File: src/rtl/bullet_scheduler.sv
// Four-slot bullet pool for the tank game: arbitrates shoot requests from two tanks,
// spawns bullets into free slots, advances them on movement ticks and retires them.
module bullet_scheduler #(
  parameter int X_MAX = 15,
  parameter int Y_MAX = 19
) (
  input  logic       clk,
  input  logic       rst_n,
  input  logic       en,
  input  logic       tick,
  input  logic [1:0] req,
  input  logic [4:0] req0_x,
  input  logic [4:0] req0_y,
  input  logic [1:0] req0_dir,
  input  logic [4:0] req1_x,
  input  logic [4:0] req1_y,
  input  logic [1:0] req1_dir,
  input  logic [3:0] clr,
  output logic [4:0] bul1_x,
  output logic [4:0] bul1_y,
  output logic [4:0] bul2_x,
  output logic [4:0] bul2_y,
  output logic [4:0] bul3_x,
  output logic [4:0] bul3_y,
  output logic [4:0] bul4_x,
  output logic [4:0] bul4_y,
  output logic [3:0] bul_vld,
  output logic [1:0] gnt,
  output logic [1:0] drop
);

  localparam logic [5:0] XM = 6'(X_MAX);
  localparam logic [5:0] YM = 6'(Y_MAX);

  // One step in a direction, evaluated in 6 bits so 0-1 and MAX+1 both land out of field.
  // Result is {in_field, x[4:0], y[4:0]}.
  function automatic logic [10:0] step_cell(input logic [4:0] x, input logic [4:0] y,
                                            input logic [1:0] d);
    logic [5:0] nx;
    logic [5:0] ny;
    nx = {1'b0, x};
    ny = {1'b0, y};
    case (d)
      2'b00:   ny = ny + 6'd1;
      2'b01:   ny = ny - 6'd1;
      2'b10:   nx = nx + 6'd1;
      default: nx = nx - 6'd1;
    endcase
    return {(nx <= XM) && (ny <= YM), nx[4:0], ny[4:0]};
  endfunction

  logic [4:0]  pos_x [4];
  logic [4:0]  pos_y [4];
  logic [1:0]  dir_q [4];
  logic [3:0]  vld;
  logic [1:0]  req_d;
  logic [1:0]  pend;
  logic        last;

  logic [1:0]  rise;
  logic [1:0]  want;
  logic [1:0]  serve_mask;
  logic        serve;
  logic        tie;
  logic        who;
  logic [4:0]  src_x;
  logic [4:0]  src_y;
  logic [1:0]  src_dir;
  logic [10:0] spawn;
  logic [10:0] mv [4];
  logic        free_found;
  logic [1:0]  free_idx;
  logic        alloc;

  always_comb begin
    rise       = req & ~req_d;
    want       = pend | rise;
    serve      = en & (|want);
    tie        = &want;
    who        = tie ? ~last : want[1];
    src_x      = who ? req1_x : req0_x;
    src_y      = who ? req1_y : req0_y;
    src_dir    = who ? req1_dir : req0_dir;
    spawn      = step_cell(src_x, src_y, src_dir);
    free_found = 1'b0;
    free_idx   = 2'd0;
    for (int i = 3; i >= 0; i--) begin
      if (!vld[i]) begin
        free_found = 1'b1;
        free_idx   = 2'(i);
      end
    end
    alloc      = serve & free_found & spawn[10];
    serve_mask = serve ? (who ? 2'b10 : 2'b01) : 2'b00;
    for (int i = 0; i < 4; i++) begin
      mv[i] = step_cell(pos_x[i], pos_y[i], dir_q[i]);
    end
  end

  // The round-robin pointer only moves on a contested cycle, so a tie is always
  // awarded to the requester that lost the previous tie.
  always_ff @(posedge clk) begin
    if (!rst_n) begin
      for (int i = 0; i < 4; i++) begin
        pos_x[i] <= 5'h1F;
        pos_y[i] <= 5'h1F;
        dir_q[i] <= 2'b00;
      end
      vld   <= 4'b0000;
      req_d <= 2'b00;
      pend  <= 2'b00;
      last  <= 1'b0;
      gnt   <= 2'b00;
      drop  <= 2'b00;
    end else begin
      req_d <= req;
      pend  <= want & ~serve_mask;
      gnt   <= alloc ? serve_mask : 2'b00;
      drop  <= alloc ? 2'b00 : serve_mask;
      if (serve && tie) begin
        last <= who;
      end
      for (int i = 0; i < 4; i++) begin
        if (vld[i] && clr[i]) begin
          vld[i]   <= 1'b0;
          pos_x[i] <= 5'h1F;
          pos_y[i] <= 5'h1F;
        end else if (vld[i] && tick && en) begin
          if (mv[i][10]) begin
            pos_x[i] <= mv[i][9:5];
            pos_y[i] <= mv[i][4:0];
          end else begin
            vld[i]   <= 1'b0;
            pos_x[i] <= 5'h1F;
            pos_y[i] <= 5'h1F;
          end
        end else if (alloc && free_idx == 2'(i)) begin
          vld[i]   <= 1'b1;
          pos_x[i] <= spawn[9:5];
          pos_y[i] <= spawn[4:0];
          dir_q[i] <= src_dir;
        end
      end
    end
  end

  assign bul1_x  = pos_x[0];
  assign bul1_y  = pos_y[0];
  assign bul2_x  = pos_x[1];
  assign bul2_y  = pos_y[1];
  assign bul3_x  = pos_x[2];
  assign bul3_y  = pos_y[2];
  assign bul4_x  = pos_x[3];
  assign bul4_y  = pos_y[3];
  assign bul_vld = vld;

endmodule

File: config.mk
export PLATFORM = sky130hd
export DESIGN_NAME = bullet_scheduler
export DESIGN_NICKNAME = d
export VERILOG_FILES = /design/src/rtl/bullet_scheduler.sv
export SDC_FILE = /design/constraint.sdc
export NUM_CORES = 1
export LEC_CHECK = 0
export ABC_CLOCK_PERIOD_IN_PS = 4800
export CAP_MARGIN = 15
export CELL_PAD_IN_SITES_DETAIL_PLACEMENT = 1
export CELL_PAD_IN_SITES_GLOBAL_PLACEMENT = 1
export CORE_AREA = 5 5 131 133
export CTS_CLUSTER_DIAMETER = 150
export DETAILED_ROUTE_END_ITERATION = 7
export DIE_AREA = 0 0 136 138
export GPL_TIMING_DRIVEN = 1
export PLACE_DENSITY_LB_ADDON = 0.1
export SYNTH_ARGS = -nofsm -noshare
export SYNTH_HDL_FRONTEND = slang
export SYNTH_SLANG_ARGS = --single-unit
File: constraint.sdc
create_clock -name clk -period 4.8 [get_ports clk]
set_input_delay 1.44 -clock clk [delete_from_list [all_inputs] [get_ports clk]]
set_output_delay 1.44 -clock clk [all_outputs]
set_load 0.05 [all_outputs]
Yosys cells after proc, flatten, opt, wreduce, memory -nomap -nowiden

Memory sizes are Yosys's and may differ from the RTL's.
Cells that the tools add are included.

Register bits after elaboration: 13
Bits in latches: 0
Memory bits (read-only): 0
Input port bits: 34
Memories: 3
Bits in writable memories: 48

Memories:

| memory | depth | bits a word | rd ports | clocked after Yosys merged registers in | write ports | RTL line | RTL |
|---|---|---|---|---|---|---|---|
| pos_x  | 4     | 5           | 4        | 0                                       | 4           | 52       | `logic [4:0] pos_x [4];` |
| pos_y  | 4     | 5           | 4        | 0                                       | 4           | 53       | `logic [4:0] pos_y [4];` |
| dir_q  | 4     | 2           | 4        | 0                                       | 4           | 54       | `logic [1:0] dir_q [4];` |

Multiply operators: 0
Div/mod/pow operators: 0
Reductions and logical operators: 49
Bitwise gates (word level): 46
Equality and inequality tests: 17
Add/sub/neg operators: 20
Mux-type cells: 145
Shift-type cells: 0
Magnitude comparators: 10

Operator list:

| kind                                                           | number |
|---|---|
| 2-to-1 mux 5 bit                                               | 34 |
| one-hot mux 6 bit (2 select lines)                             | 10 |
| 2-to-1 mux 1 bit                                               | 90 |
| adder 5 x 1 -> 6 bit, second input constant                    | 10 |
| subtractor 5 x 1 -> 6 bit, second input constant               | 10 |
| OR 1 bit                                                       | 36 |
| less-or-equal comparator 6 x 4 -> 1 bit, second input constant | 5 |
| less-or-equal comparator 6 x 5 -> 1 bit, second input constant | 5 |
| logical AND 1 bit                                              | 22 |
| 2-to-1 mux 2 bit                                               | 11 |
| OR reduction 2 bit                                             | 11 |
| equality test 2 bit, second input constant                     | 7 |
| equality test 2 x 1 -> 1 bit, second input constant            | 6 |
| zero test 2 bit                                                | 6 |
| AND reduction 2 bit                                            | 6 |
| != test 2 bit, second input constant                           | 4 |
| nonzero test 2 bit                                             | 4 |
| AND 2 bit                                                      | 2 |
| NOT 2 bit                                                      | 2 |
| AND 1 bit                                                      | 3 |
| NOT 1 bit                                                      | 2 |
| OR 2 bit                                                       | 1 |

Depth between registers and ports, before layout

Gate-level depths: netlist (run 1).

Depth in word-level cells: 19
Gate-level depth with buffers: 17
Depth with buffers taken out: 15

Worst setup path before layout (run 1)

No wires, ideal clock.

Path type: input to register
From: input port req[0]
To: memory pos_x[2][0] (enable)
Data arrival time: 4.460 ns
Setup time: 0.381 ns
Stages: 14
Setup slack: -0.041 ns
Path through: nor2b_4 -> o21a_1 -> nor2_1 -> clkbuf_1 -> nor2_1 -> a21oi_1 -> inv_1 -> ha_1 -> mux4_2 -> a21oi_1 -> a211oi_4 -> or2_4 -> buf_6 -> o211ai_1

RTL lines:

| element         | RTL line | RTL |
|---|---|---|
| start, declared | 11       | `input logic [1:0] req,` |
| end, declared   | 52       |  |

==> flow_metrics.py, run 1 <==
metrics = {
    "placement": {
        "place_area_sq_mm": 0.00679,
        "hpwl_um": 13900,
        "placed_cells": 913,
        "portBuffers": 81,
        "gp_congestion": 0.907,
        "dp_worst_setup_slack_ps": -91.3,
    },
    "power": {
        "seqPwrFrac_pct": 35.3,
        "netSwitchingPower_w": 0.000557,
        "p_per_area_mw_per_mm2": 244,
        "internal-power_w": 0.00117,
        "p_leak_nw": 2.55,
        "vdd_drop_max_v": 0.000155,
        "swShare_pct": 32.3,
        "clkPwrFrac_pct": 32.6,
        "combPwrFrac_pct": 32.1,
    },
    "clocking": {
        "numCtsBuffers": 9,
        "worstSkewPairLatency_ps": 330,
        "cts_tree": "built",
        "path_clk_slew_ps": 50,
        "htree_levels": 3,
        "cts_root_buf": "clkbuf_16",
        "cts_hold_buf": 0,
        "clock_sinks": 61,
        "post_cts_buffers": 0,
        "postCtsResizedCells": 0,
        "clk_path_buf_depth": 2,
    },
    "critical_path": {
        "max_stage_delay_ps": 420,
        "path_cells": "clkdlybuf4s50_1, nor2b_4, or2_1, buf_4, a21boi_0, nor2_1, xnor2_1, ha_1, o311ai_1, a221o_1, o2111ai_2, or2_4, o211ai_1, buf_4",
        "worstSetupPathType": "input port to flip-flop",
        "crit_top_cell": "buf_4",
        "crit_required_ps": 4830,
        "rr_worst_depth": 10,
        "crit_slowest_cell": "clkdlybuf4s50_1",
        "path_buf_inv": 3,
        "crit_family": "compound AO/OA/AOI/OAI gates",
        "r2r_start": "dir_q[2][1]",
        "critical_path_arrival_ps": 4600,
        "worst_setup_path_end_kind": "flip-flop",
        "worstPathMaxFanout": 10,
        "r2r-end": "pos_y[2][3]",
        "start_kind": "input port",
        "r2r_slack_ps": 1150,
    },
    "die": {
        "die_h_um": 138,
        "die_w_um": 136,
        "dieArea_sq_mm": 0.0188,
        "start_util_pct": 34.4,
        "io_pins": 82,
        "core-area_sq_mm": 0.0157,
        "rows": 46,
    },
    "synth": {
        "synth_fp_nets": 662,
        "ys_seq_elements": 61,
        "synth.top_cells.by_count": "edfxtp_1, a21oi_1, nand2_1, o21ai_0, ha_1",
        "yosys.area.top_type": "edfxtp_1",
        "async_reset_ff_share_pct": 0,
        "synth_cells": 585,
        "yosysWarnings": 0,
        "synth_ff_type": "edfxtp_1",
        "syn_area_per_cell_sq_um": 9.24,
        "synth_edf_count": 48,
        "seq_area_frac_synth_pct": 31.5,
        "netlist.area_leader.share_pct": 26.7,
        "synth_area_sq_mm": 0.00540,
        "synth_cell_type_count": 70,
        "synth_most_common_cell": "edfxtp_1",
        "synth.area.top_cells": "edfxtp_1, ha_1, xnor2_1",
    },
    "hold_path": {
        "hold_start": "last",
        "hold_class": "flip-flop to flip-flop",
        "whs_path_depth": 2,
        "holdPathEnd": "last",
    },
    "finish": {
        "finalNetCount": 785,
        "fin_area_sq_mm": 0.00705,
        "drive_gt1_share_pct": 13.8,
        "area_growth_pct": 30.4,
        "n_antenna_cell": 0,
        "fin_cells": 928,
    },
    "global_routing": {
        "first_global_vias": 5312,
        "antenna_found_initial": 0,
        "gr-total-overflow": 0,
        "grt_first_pass_wirelength_um": 28600,
        "grt_usage_pct": 18.7,
        "grt_max_degree": 23,
    },
    "timing": {
        "setup_violations": 0,
        "fin_skew_ps": 8.61,
        "min_period_over_period_pct": 95.1,
        "hold_viol": 0,
        "hold_ws_ps": 630,
        "fin_crit_ps": 4570,
        "fin_tns_setup_ps": 0,
        "rsz0062_at_grt": "no",
        "slew_viol_final": 0,
        "relSlewSlack_pct": 43.2,
        "max_freq_mhz": 219,
        "fin_ws_ps": 234,
        "worst_slew_pin_slew_ps": 846,
    },
    "route": {
        "ant_nets": 0,
        "met3RoutedLength_um": 729,
        "met2_length_um": 8400,
        "wl_per_cell_um": 19.1,
        "top_layer_used": "met4",
        "drtIter0Drc": 351,
        "drt-met1-wl_um": 8130,
        "first_pass_iters": 5,
        "vias_per_cell": 5.51,
        "drc": 0,
        "wl_um": 17700,
        "via_count": 5109,
    },
    "run": {
        "cap_viol_max_count": 0,
    },
    "outcome": {
        "status": "finished, final reports clean",
    },
}
## state kept, by name, indices dropped and copies added, names as in the netlist
signal and cells:
drop 2, pend 2, bul_vld 4, pos_y 20, last 1, pos_x 20, dir_q 8, gnt 2
req_d 2
## how the worst max path moves through the flow
stage / from / end / slack (ps) / cells past startpoint
6_report: req[1] / pos_x[0][2] / 230 / 14
5_1_grt: req[0] / dir_q[3][0] / 100 / 14
4_1_cts: req[1] / pos_x[0][2] / 250 / 14
3_5_place_dp: req[1] / pos_y[0][1] / -90 / 14
3_3_place_gp: req[0] / pos_x[0][3] / 30 / 17
2_1_floorplan: req[1] / pos_x[2][0] / 5 / 12
## area by class of cell
type | instances | area (sq um)
Clock buffer | 10 | 229
Fill cell | 1833 | 8660
Clock inverter | 5 | 28.8
Timing Repair Buffer | 140 | 1270
Tap cell | 216 | 270
Inverter | 25 | 93.8
Multi-Input combinational cell | 471 | 3460
Sequential cell | 61 | 1700
## power groups by stage
stage / clock, W / sequential, W / combinational (W)
CTS: 0.000576 / 0.000609 / 0.000556
global placement: 0 / 0.000619 / 0.000540
global route: 0.000599 / 0.000611 / 0.000599
detailed placement: 0 / 0.000619 / 0.000551
floorplan: 0 / 0.000628 / 0.000307
finish: 0.000562 / 0.000608 / 0.000552
## worst reg2reg max path, cell delays in order, from the launching register on
cell and delay (ps):
edfxtp_1 650, nor2b_1 460, ha_1 320, a21o_1 180, a21oi_1 240, xnor2_1 100, mux2i_1 230, a21oi_1 110
nor4b_1 470, and3_1 480, a22oi_1 160
## metrics by stage
stage | utilization, % | power (W)
after floorplan | - | 0.000935
after global placement | 43.2 | 0.00116
after detailed placement | 43.2 | 0.00117
after CTS | 44.9 | 0.00174
after global routing | 44.9 | 0.00181
final | 44.9 | 0.00172
## layout by cell type, fill, tap and decap left out, drive strengths merged, types with 24 or more instances in the layout
cell and n:
edfxtp 48, o21ai 44, nor2 32, inv 25, nand2 38, clkdlybuf4s50 81, buf 59, a32oi 24
a21oi 40, xnor2 32, ha 35
## cells by family after synthesis
logic type / count (synthesis) / share of synthesized area [%]
XOR/XNOR: 43 / 6.97
adder cells (fa/ha/maj): 43 / 11.1
AND/OR/NAND/NOR: 175 / 17.8
AO/OA/AOI/OAI: 188 / 23.7
multiplexers: 22 / 4.40
flip-flops: 61 / 31.5
buffers and inverters: 53 / 4.51
## layer usage
metal | track usage, % | vias up
met3 | 2.39 | 26
met4 | 6.79 | 0
met1 | 25.5 | 2487
li1 | - | 2467
met2 | 30.3 | 129
met5 | 0 | -
Power figures use the tool's default switching activity.
==> run 2, diff against run 1 <==
CAP_MARGIN = unset   (was 15)
==> results of run 2 <==
Same layout as run 1: the final DEF is identical, and so are final timing and power.
==> variant (flow settings as in run 1) <==
Reset style: asynchronous (`rst_n`), changed in one clocked block.
--- a/src/rtl/bullet_scheduler.sv
+++ b/src/rtl/bullet_scheduler.sv
@@ -99,7 +99,7 @@
 
   // The round-robin pointer only moves on a contested cycle, so a tie is always
   // awarded to the requester that lost the previous tie.
-  always_ff @(posedge clk) begin
+  always_ff @(posedge clk or negedge rst_n) begin
     if (!rst_n) begin
       for (int i = 0; i < 4; i++) begin
         pos_x[i] <= 5'h1F;
Behaviour: differs if rst_n is asserted again (counterexample within 4 cycles, from zero or initial values and one cycle with rst_n low); with rst_n held inactive, the same outputs for 4 cycles.
==> variant against run 1 <==
Synthesized area up 2.4%; cell area up 7.7%; register-to-register slack better by 0.02 ns; routed wire length up 5.8%; sequential cell count unchanged; clock skew about the same; utilization up 3.4 points; setup slack better by 0.043 ns; maximum frequency up 0.95%; critical path depth unchanged; synthesized cell count up 8.7%.
Power is left out: it rests on default switching activity, and per cell area and clock period it moved more than threefold.
==> variant: results (changes against run 1) <==
[run_status]
status=finished, final reports clean

[final_layout]
utilization_pct=48.30  ; +3.4 points
nets=861  ; +9.7%
n_antenna_cell=0  ; unchanged
num-fill-cells=1808  ; -1.4%
fin_cells=1002  ; +8.0%
drive_gt1_share_pct=24.30  ; +11 points

[global_route]
grt_pass1_wl_mm=30.95  ; +8.4%
gr-usage-met2_pct=34.89  ; +4.6 points
grt.met3_usage_pct=3.120  ; +0.73 points
grt_pass1_vias=5932  ; +12%
track_usage_pct=20.19  ; +1.5 points
use_met1_pct=26.32  ; +0.84 points
grt_max_degree=35  ; +52%

[yosys]
yosys-top-cells-area=dfstp_2, dfrtp_1, ha_1
ys_types=77  ; +10%
synthesis.nets=716  ; +8.2%
ys_seq_area_share_pct=28.49  ; -3.0 points
netlist_top_cells_count=nand2_1, a21oi_1, o21ai_0
synthArstFlopShare_pct=100.0  ; +100 points

[routing]
first_pass_iters=4  ; -1
wl_mm=18.74  ; +5.8%
top_layer=met4
routed-wl-met2_mm=9.208  ; +9.6%
route.met3.wl_microns=471  ; -35%
wl_met1_mm=8.841  ; +8.8%
via_per_inst=5.439  ; -1.2%

[setup_path]
cp_top_family=buffers and inverters
path_max_fanout=8  ; -2

[placed_design]
place_congestion=0.8610  ; -5.1%
place_inst=976  ; +6.9%
dpl_worst_slack_ns=-0.5629  ; -0.4716 ns
port_buffers=81  ; unchanged
dpl.hpwl_mm=14.53  ; +4.6%
dpl-instance-area_sq_um=7012  ; +3.3%

[cts]
cts_max_level=3  ; unchanged

[timing]
worst_pin_slew_ns=0.7529  ; -0.09275 ns

-- variant: cell count changes after synthesis, moves of 14 or more --
cell	before	now
dfrtp_1	0	21
dfstp_2	0	40
a211oi_1	6	20
edfxtp_1	48	0
xnor2_1	32	16
a32oi_1	24	6
nand2_1	38	64
-- variant: cells by family after synthesis --
kind of cell | synth area share (%)
AO/OA/AOI/OAI | 29.72
AND/OR/NAND/NOR | 17.53
flip-flops | 28.49
buffers and inverters | 4.591
adder cells (fa/ha/maj) | 11.76
XOR/XNOR | 5.020
multiplexers | 2.895
-- variant: layout make-up --
type | instances | share of cell area [%]
well taps | 216 | 3.561
clock buffers | 13 | 3.561
inverters | 32 | 1.583
clock inverters | 3 | 0.2473
multi-input cells | 516 | 51.43
flip-flops and latches | 61 | 20.77
repair buffers | 161 | 18.84
-- variant: worst paths after layout --
path | start | endpoint | slack [ns] | depth (start not counted)
worst max-delay path | req1_dir[1] | dir_q[2]$_DFFE_PN0P_ | 0.28 | 14
worst min-delay path | bul1_x[4]$_DFFE_PN1P_ | bul1_x[4]$_DFFE_PN1P_ | 0.51 | 1
worst max register to register | pend[0]$_DFF_PN0_ | dir_q[2]$_DFFE_PN0P_ | 1.17 | 14
worst min register to register | bul1_x[4]$_DFFE_PN1P_ | bul1_x[4]$_DFFE_PN1P_ | 0.51 | 1
max in group asynchronous | rst_n | bul1_x[0]$_DFFE_PN1P_ | 2.72 | 2
min in group asynchronous | rst_n | req_d[1]$_DFF_PN0_ | 1.13 | 1
-- variant: what timing repair did --
item,CTS,global route
pin swaps,2,8
hold endpoints to repair,0,0
setup endpoints to repair,47,56
setup buffers,1,9
resized for setup,15,30
